[config.mk]
export PLATFORM = sky130hd
export DESIGN_NAME = mm_spart
export DESIGN_NICKNAME = d
export VERILOG_FILES = /design/src/rtl/mm_spart.sv
export SDC_FILE = /design/constraint.sdc
export NUM_CORES = 1
export LEC_CHECK = 0
export ABC_CLOCK_PERIOD_IN_PS = 4250
export CORE_MARGIN = 8
export CORE_UTILIZATION = 56
export CTS_BUF_LIST = sky130_fd_sc_hd__clkbuf_4
export CTS_CLUSTER_DIAMETER = 50
export DETAILED_ROUTE_END_ITERATION = 8
export GPL_TIMING_DRIVEN = 0
export PLACE_DENSITY_LB_ADDON = 0.1
export SLEW_MARGIN = 15
export SYNTH_ARGS = -nofsm -noshare
export SYNTH_HDL_FRONTEND = slang
export SYNTH_SLANG_ARGS = --single-unit
[constraint.sdc]
create_clock -name clk -period 4.25 [get_ports clk]
set_clock_uncertainty 0.15 [all_clocks]
set_input_delay 1.0625 -clock clk [delete_from_list [all_inputs] [get_ports clk]]
set_output_delay 1.0625 -clock clk [all_outputs]
set_load 0.05 [all_outputs]
[src/rtl/mm_spart.sv]
// mm_spart: memory-mapped 8N1 UART with TX/RX FIFOs, status and baud divisor.
//
// TX/RX FSM states
//   state    | meaning
//   ST_IDLE  | line idle; TX waits for FIFO data, RX waits for a falling edge
//   ST_START | start bit (TX drives 0; RX waits half a bit then checks for glitch)
//   ST_DATA  | 8 data bits, LSB first, one per bit period
//   ST_STOP  | stop bit (TX drives 1; RX samples and pushes or flags an error)
module mm_spart #(
  parameter logic [15:0] BASE       = 16'hC000,
  parameter int          FIFO_DEPTH = 4,
  parameter logic [15:0] DIV_RST    = 16'd434
) (
  input  logic        clk,
  input  logic        rst_n,
  input  logic [15:0] addr,
  input  logic [15:0] wdata,
  input  logic        mm_we,
  input  logic        mm_re,
  output logic [15:0] rdata,
  output logic        txd,
  input  logic        rxd
);

  localparam int AW = $clog2(FIFO_DEPTH);
  localparam int CW = AW + 1;
  localparam logic [15:0]   A_DATA   = BASE;
  localparam logic [15:0]   A_STAT   = BASE + 16'd1;
  localparam logic [15:0]   A_DIV    = BASE + 16'd2;
  localparam logic [CW-1:0] FULL_CNT = CW'(FIFO_DEPTH);

  typedef enum logic [1:0] {ST_IDLE, ST_START, ST_DATA, ST_STOP} uart_st_e;

  logic [7:0]    tx_mem_q [FIFO_DEPTH];
  logic [7:0]    tx_mem_d [FIFO_DEPTH];
  logic [7:0]    rx_mem_q [FIFO_DEPTH];
  logic [7:0]    rx_mem_d [FIFO_DEPTH];
  logic [AW-1:0] tx_wr_q, tx_wr_d, tx_rd_q, tx_rd_d;
  logic [AW-1:0] rx_wr_q, rx_wr_d, rx_rd_q, rx_rd_d;
  logic [CW-1:0] tx_cnt_q, tx_cnt_d, rx_cnt_q, rx_cnt_d;
  logic [15:0]   div_q, div_d;
  logic          ovr_q, ovr_d, ferr_q, ferr_d;

  uart_st_e      tx_st_q, tx_st_d;
  logic [15:0]   tx_tmr_q, tx_tmr_d;
  logic [2:0]    tx_bit_q, tx_bit_d;
  logic [7:0]    tx_sh_q, tx_sh_d;
  logic          txd_q, txd_d;

  uart_st_e      rx_st_q, rx_st_d;
  logic [15:0]   rx_tmr_q, rx_tmr_d;
  logic [2:0]    rx_bit_q, rx_bit_d;
  logic [7:0]    rx_sh_q, rx_sh_d;
  logic          rx_meta_q, rx_meta_d, rx_sync_q, rx_sync_d, rx_prev_q, rx_prev_d;

  logic hit_data, hit_stat, hit_div;
  logic tx_full, tx_empty, rx_full, rx_empty;
  logic tx_push, tx_pop, rx_push, rx_pop, rx_done, rx_bad;
  logic [15:0] eff_div, status;

  assign hit_data = (addr == A_DATA);
  assign hit_stat = (addr == A_STAT);
  assign hit_div  = (addr == A_DIV);
  assign tx_full  = (tx_cnt_q == FULL_CNT);
  assign tx_empty = (tx_cnt_q == '0);
  assign rx_full  = (rx_cnt_q == FULL_CNT);
  assign rx_empty = (rx_cnt_q == '0);
  // Divisors below 4 would leave no room for the half-bit RX start check.
  assign eff_div  = (div_q < 16'd4) ? 16'd4 : div_q;
  assign status   = {10'b0, ferr_q, ovr_q, rx_full, rx_empty, tx_empty, tx_full};
  assign txd      = txd_q;

  // Combinational read mux so the CPU captures data in the strobe cycle.
  always_comb begin
    rdata = 16'h0000;
    if (mm_re) begin
      if (hit_data && !rx_empty) rdata = {8'h00, rx_mem_q[rx_rd_q]};
      else if (hit_stat)         rdata = status;
      else if (hit_div)          rdata = div_q;
    end
  end

  // TX FSM: each bit timer is loaded from the divisor at the bit boundary.
  always_comb begin
    tx_st_d  = tx_st_q;
    tx_tmr_d = tx_tmr_q;
    tx_bit_d = tx_bit_q;
    tx_sh_d  = tx_sh_q;
    txd_d    = txd_q;
    tx_pop   = 1'b0;
    case (tx_st_q)
      ST_IDLE: begin
        txd_d = 1'b1;
        if (!tx_empty) begin
          tx_pop   = 1'b1;
          tx_sh_d  = tx_mem_q[tx_rd_q];
          tx_tmr_d = eff_div - 16'd1;
          txd_d    = 1'b0;
          tx_st_d  = ST_START;
        end
      end
      ST_START: begin
        if (tx_tmr_q == 16'd0) begin
          tx_tmr_d = eff_div - 16'd1;
          tx_bit_d = 3'd0;
          txd_d    = tx_sh_q[0];
          tx_st_d  = ST_DATA;
        end else tx_tmr_d = tx_tmr_q - 16'd1;
      end
      ST_DATA: begin
        if (tx_tmr_q == 16'd0) begin
          tx_tmr_d = eff_div - 16'd1;
          if (tx_bit_q == 3'd7) begin
            txd_d   = 1'b1;
            tx_st_d = ST_STOP;
          end else begin
            tx_sh_d  = {1'b0, tx_sh_q[7:1]};
            txd_d    = tx_sh_q[1];
            tx_bit_d = tx_bit_q + 3'd1;
          end
        end else tx_tmr_d = tx_tmr_q - 16'd1;
      end
      ST_STOP: begin
        if (tx_tmr_q == 16'd0) tx_st_d = ST_IDLE;
        else tx_tmr_d = tx_tmr_q - 16'd1;
      end
      default: begin
        tx_st_d = ST_IDLE;
        txd_d   = 1'b1;
      end
    endcase
  end

  // RX FSM: samples near bit centres after a half-bit start delay.
  always_comb begin
    rx_meta_d = rxd;
    rx_sync_d = rx_meta_q;
    rx_prev_d = rx_sync_q;
    rx_st_d   = rx_st_q;
    rx_tmr_d  = rx_tmr_q;
    rx_bit_d  = rx_bit_q;
    rx_sh_d   = rx_sh_q;
    rx_done   = 1'b0;
    rx_bad    = 1'b0;
    case (rx_st_q)
      ST_IDLE: begin
        if (rx_prev_q && !rx_sync_q) begin
          rx_tmr_d = (eff_div >> 1) - 16'd1;
          rx_st_d  = ST_START;
        end
      end
      ST_START: begin
        if (rx_tmr_q == 16'd0) begin
          if (rx_sync_q) rx_st_d = ST_IDLE;
          else begin
            rx_tmr_d = eff_div - 16'd1;
            rx_bit_d = 3'd0;
            rx_st_d  = ST_DATA;
          end
        end else rx_tmr_d = rx_tmr_q - 16'd1;
      end
      ST_DATA: begin
        if (rx_tmr_q == 16'd0) begin
          rx_sh_d  = {rx_sync_q, rx_sh_q[7:1]};
          rx_tmr_d = eff_div - 16'd1;
          if (rx_bit_q == 3'd7) rx_st_d = ST_STOP;
          else rx_bit_d = rx_bit_q + 3'd1;
        end else rx_tmr_d = rx_tmr_q - 16'd1;
      end
      ST_STOP: begin
        if (rx_tmr_q == 16'd0) begin
          rx_st_d = ST_IDLE;
          if (rx_sync_q) rx_done = 1'b1;
          else rx_bad = 1'b1;
        end else rx_tmr_d = rx_tmr_q - 16'd1;
      end
      default: rx_st_d = ST_IDLE;
    endcase
  end

  // FIFO bookkeeping, DIV register and sticky status flags.
  always_comb begin
    tx_push  = mm_we && hit_data && (!tx_full || tx_pop);
    rx_pop   = mm_re && hit_data && !rx_empty;
    rx_push  = rx_done && (!rx_full || rx_pop);
    tx_mem_d = tx_mem_q;
    rx_mem_d = rx_mem_q;
    if (tx_push) tx_mem_d[tx_wr_q] = wdata[7:0];
    if (rx_push) rx_mem_d[rx_wr_q] = rx_sh_q;
    tx_wr_d  = tx_push ? tx_wr_q + AW'(1) : tx_wr_q;
    tx_rd_d  = tx_pop  ? tx_rd_q + AW'(1) : tx_rd_q;
    rx_wr_d  = rx_push ? rx_wr_q + AW'(1) : rx_wr_q;
    rx_rd_d  = rx_pop  ? rx_rd_q + AW'(1) : rx_rd_q;
    tx_cnt_d = tx_cnt_q + CW'(tx_push) - CW'(tx_pop);
    rx_cnt_d = rx_cnt_q + CW'(rx_push) - CW'(rx_pop);
    div_d    = (mm_we && hit_div) ? wdata : div_q;
    // A new event in the same cycle as a STATUS read must not be lost.
    ovr_d    = (rx_done && !rx_push) || (ovr_q && !(mm_re && hit_stat));
    ferr_d   = rx_bad || (ferr_q && !(mm_re && hit_stat));
  end

  // State registers; reset aborts any frame in flight and idles txd high.
  always_ff @(posedge clk or negedge rst_n) begin
    if (!rst_n) begin
      for (int i = 0; i < FIFO_DEPTH; i++) begin
        tx_mem_q[i] <= 8'h00;
        rx_mem_q[i] <= 8'h00;
      end
      tx_wr_q   <= '0;
      tx_rd_q   <= '0;
      rx_wr_q   <= '0;
      rx_rd_q   <= '0;
      tx_cnt_q  <= '0;
      rx_cnt_q  <= '0;
      div_q     <= DIV_RST;
      ovr_q     <= 1'b0;
      ferr_q    <= 1'b0;
      tx_st_q   <= ST_IDLE;
      tx_tmr_q  <= 16'd0;
      tx_bit_q  <= 3'd0;
      tx_sh_q   <= 8'h00;
      txd_q     <= 1'b1;
      rx_st_q   <= ST_IDLE;
      rx_tmr_q  <= 16'd0;
      rx_bit_q  <= 3'd0;
      rx_sh_q   <= 8'h00;
      rx_meta_q <= 1'b1;
      rx_sync_q <= 1'b1;
      rx_prev_q <= 1'b1;
    end else begin
      tx_mem_q  <= tx_mem_d;
      rx_mem_q  <= rx_mem_d;
      tx_wr_q   <= tx_wr_d;
      tx_rd_q   <= tx_rd_d;
      rx_wr_q   <= rx_wr_d;
      rx_rd_q   <= rx_rd_d;
      tx_cnt_q  <= tx_cnt_d;
      rx_cnt_q  <= rx_cnt_d;
      div_q     <= div_d;
      ovr_q     <= ovr_d;
      ferr_q    <= ferr_d;
      tx_st_q   <= tx_st_d;
      tx_tmr_q  <= tx_tmr_d;
      tx_bit_q  <= tx_bit_d;
      tx_sh_q   <= tx_sh_d;
      txd_q     <= txd_d;
      rx_st_q   <= rx_st_d;
      rx_tmr_q  <= rx_tmr_d;
      rx_bit_q  <= rx_bit_d;
      rx_sh_q   <= rx_sh_d;
      rx_meta_q <= rx_meta_d;
      rx_sync_q <= rx_sync_d;
      rx_prev_q <= rx_prev_d;
    end
  end

endmodule

==> impl_metrics.json <==
{
  "dp.final_hpwl_mm": 17.0,
  "fp.dieW_um": 143,
  "coreArea_mm2": 0.0158,
  "cts.clk_slew.worst_paths_ps": 160,
  "die_h_um": 143,
  "timing.fmax_mhz": 241,
  "area_growth_pct": 15.2,
  "clk_latency_ps": 590,
  "p_per_area_mw_per_mm2": 488,
  "synth_area_mm2": 0.00900,
  "routed_wl_mm": 23.3,
  "leakage_uw": 0.00478,
  "portBuffers": 53,
  "yosysSeqAreaShare_pct": 44.1,
  "maxCapViolations": 0,
  "cp-start-kind": "input pin",
  "rows": 46,
  "yosys.area.top_type": "dfrtp_1",
  "syn_area_per_cell_um2": 10.6,
  "max_slew_margin_pct": 43.7,
  "drc_errors": 0,
  "synth_commonest_cells": "149 x dfrtp_1, 87 x mux2_2, 62 x nand2_1",
  "final_cells": 1159,
  "ys_warn_count": 0,
  "num_vias": 7096,
  "worstMarginPinSlew_ps": 844,
  "first_pass_iters": 6,
  "end_kind": "output pin",
  "final.fill_count": 1283,
  "use_met3_pct": 5.61,
  "async_flop_share_pct": 100,
  "grt-ovfl-total": 0,
  "ir_worst_vdd_v": 0.000297,
  "vias_per_cell": 6.12,
  "required_ps": 3040,
  "cts_made_buffers": 17,
  "worstHoldPathType": "reg -> reg",
  "routabilityCongestion": 0.894,
  "finalHoldViolCount": 0,
  "antenna_found_initial": 1,
  "finalSetupViolations": 0,
  "worstPathArrival_ps": 2940,
  "worst-path-max-fanout": 5,
  "grt_pass1_vias": 7191,
  "synthFlopType": "dfrtp_1",
  "synth_fp_nets": 914,
  "ys_ff_latch": 158,
  "cts_tree": "built",
  "wl_per_cell_um": 20.1,
  "grt-busiest-layer": "met2",
  "status": "finished clean",
  "initial_core_util_pct": 57.1,
  "grt_pass1_wl_mm": 37.9,
  "grt_start_max_net_pins": 85,
  "path_class": "in -> out",
  "grt_util_met1_pct": 30.5,
  "cts_sinks": 158,
  "syn-instance-count": 846,
  "dieArea_mm2": 0.0204,
  "synth.most_common_cell": "dfrtp_1",
  "clock-root-buffer": "clkbuf_4",
  "drive_gt1_share_pct": 25.1,
  "synth_top_area_share_pct": 41.4,
  "num_io_pins": 54,
  "htreeDepth": 4,
  "synth_edf_count": 0,
  "period_minus_slack_ps": 4160,
  "maxSlewViolCount": 0,
  "ys_top_cells_by_area": "dfrtp_1 41%, mux2_2 11%, ha_1 4.0%",
  "first_iter_violations": 462,
  "yosys.cell_types.count": 80,
  "grt_use_total_pct": 23.8,
  "fin_setup_tns_ps": 0,
  "use_met2_pct": 38.2,
  "final.period_utilization_pct": 97.8,
  "clock_path_buffers": 2,
  "dp.cells": 1116,
  "fin_nets": 997,
  "final_antenna_net_count": 0
}
[area by class of cell]
cell class / instances / area, um^2 / area share [%]
Multi-Input combinational cell: 619 / 4850 / 46.8
Inverter: 30 / 113 / 1.09
Clock inverter: 15 / 164 / 1.58
Tap cell: 216 / 270 / 2.61
Antenna cell: 1 / 2.50 / 0.0241
Clock buffer: 17 / 128 / 1.23
Sequential cell: 158 / 3970 / 38.3
Buffer: 38 / 218 / 2.10
Timing Repair Buffer: 65 / 657 / 6.33
[worst paths after layout]
path                                 startpoint                       end  slack [ps]  cells after the start
hold / removal              rx_meta_q$_DFF_PN1_       rx_prev_d$_DFF_PN1_         220                      0
setup reg to reg           div_q[4]$_DFFE_PN1P_  tx_tmr_q[12]$_DFFE_PN0P_         180                     11
max in group asynchronous                 rst_n      div_q[8]$_DFFE_PN1P_        2830                      2
min in group asynchronous                 rst_n   tx_bit_q[0]$_DFFE_PN0P_         270                      1
hold reg to reg             rx_meta_q$_DFF_PN1_       rx_prev_d$_DFF_PN1_         220                      0
setup / recovery                        addr[1]                  rdata[1]          90                      6
[critical path: stages]
cell and delay (ps):
clkdlybuf4s50_1 630, nor3b_4 280, buf_4 150, a222oi_1 550, nor2b_2 90, buf_6 170
[cells in the final DEF (no fill, tap or decap), types with 6 or more instances in the layout]
cell,count
a211oi_1,7
a21oi_1,41
a22o_1,6
a31oi_1,8
and2_1,6
and3_1,13
buf_2,14
buf_4,11
buf_6,12
clkbuf_1,19
clkbuf_4,18
clkdlybuf4s50_1,26
dfrtp_1,147
dfstp_2,9
dlymetal6s2s_1,10
ha_1,28
inv_1,30
inv_8,6
mux2_2,87
mux2i_1,8
mux4_2,16
nand2_1,61
nand2b_1,10
nand3_1,11
nor2_1,53
nor2b_2,7
nor3_1,26
nor4_1,9
o21ai_0,58
or3_1,8
or4_1,7
xnor2_1,16
xor2_1,11
[logic make-up after synthesis]
family	after synthesis	synth area share [%]
AND/OR/NAND/NOR	261	15.4
AO/OA/AOI/OAI	184	13.5
flip-flops	158	44.1
multiplexers	114	16.1
buffers and inverters	69	3.60
adder cells (fa/ha/maj)	31	4.48
XOR/XNOR	29	2.82
[layer usage]
layer | share of wire, % | vias to the layer above
met1 | 44 | 3577
met4 | 2.8 | 0
met3 | 5.2 | 35
met2 | 48 | 184
li1 | - | 3300
met5 | 0 | -
[per-stage QoR]
stage / instance area, um^2 / power [uW] / util (%) / hold WS [ps] / worst slack (ps)
floorplan: 9020 / 3500 / - / 195 / -187
global placement: 9820 / 4050 / 62.3 / 196 / -4130
CTS: 10200 / 5060 / 65.0 / 216 / 0.671
finish: 10400 / 5060 / 65.8 / 218 / 93.0
global route: 10400 / 5440 / 65.8 / 214 / -8.11
detailed placement: 9860 / 4130 / 62.5 / 199 / -1450
[flip-flops by register name, summed over array words and instances (netlist names), 8 cells and up, named ones only]
signal and cells:
rx_mem_q 32, tx_sh_q 8, tx_mem_q 32, div_q 16, rx_sh_q 8, rx_tmr_q 16, tx_tmr_q 16
[power breakdown]
part	total (uW)	leakage [uW]	switching [uW]	internal, uW
Combinational	2190	0.00255	1380	811
Sequential	1950	0.00207	213	1740
Clock	925	0.000157	650	275
Total	5060	0.00478	2240	2820
[what timing repair did]
item                       4_1_cts  5_1_grt
buffers inserted                 9        3
gates resized for setup         94       38
pin swaps                        5        7
hold buffers                     0        0
setup endpoints to repair       22       24
No activity file was read; power rests on OpenSTA's default activity.
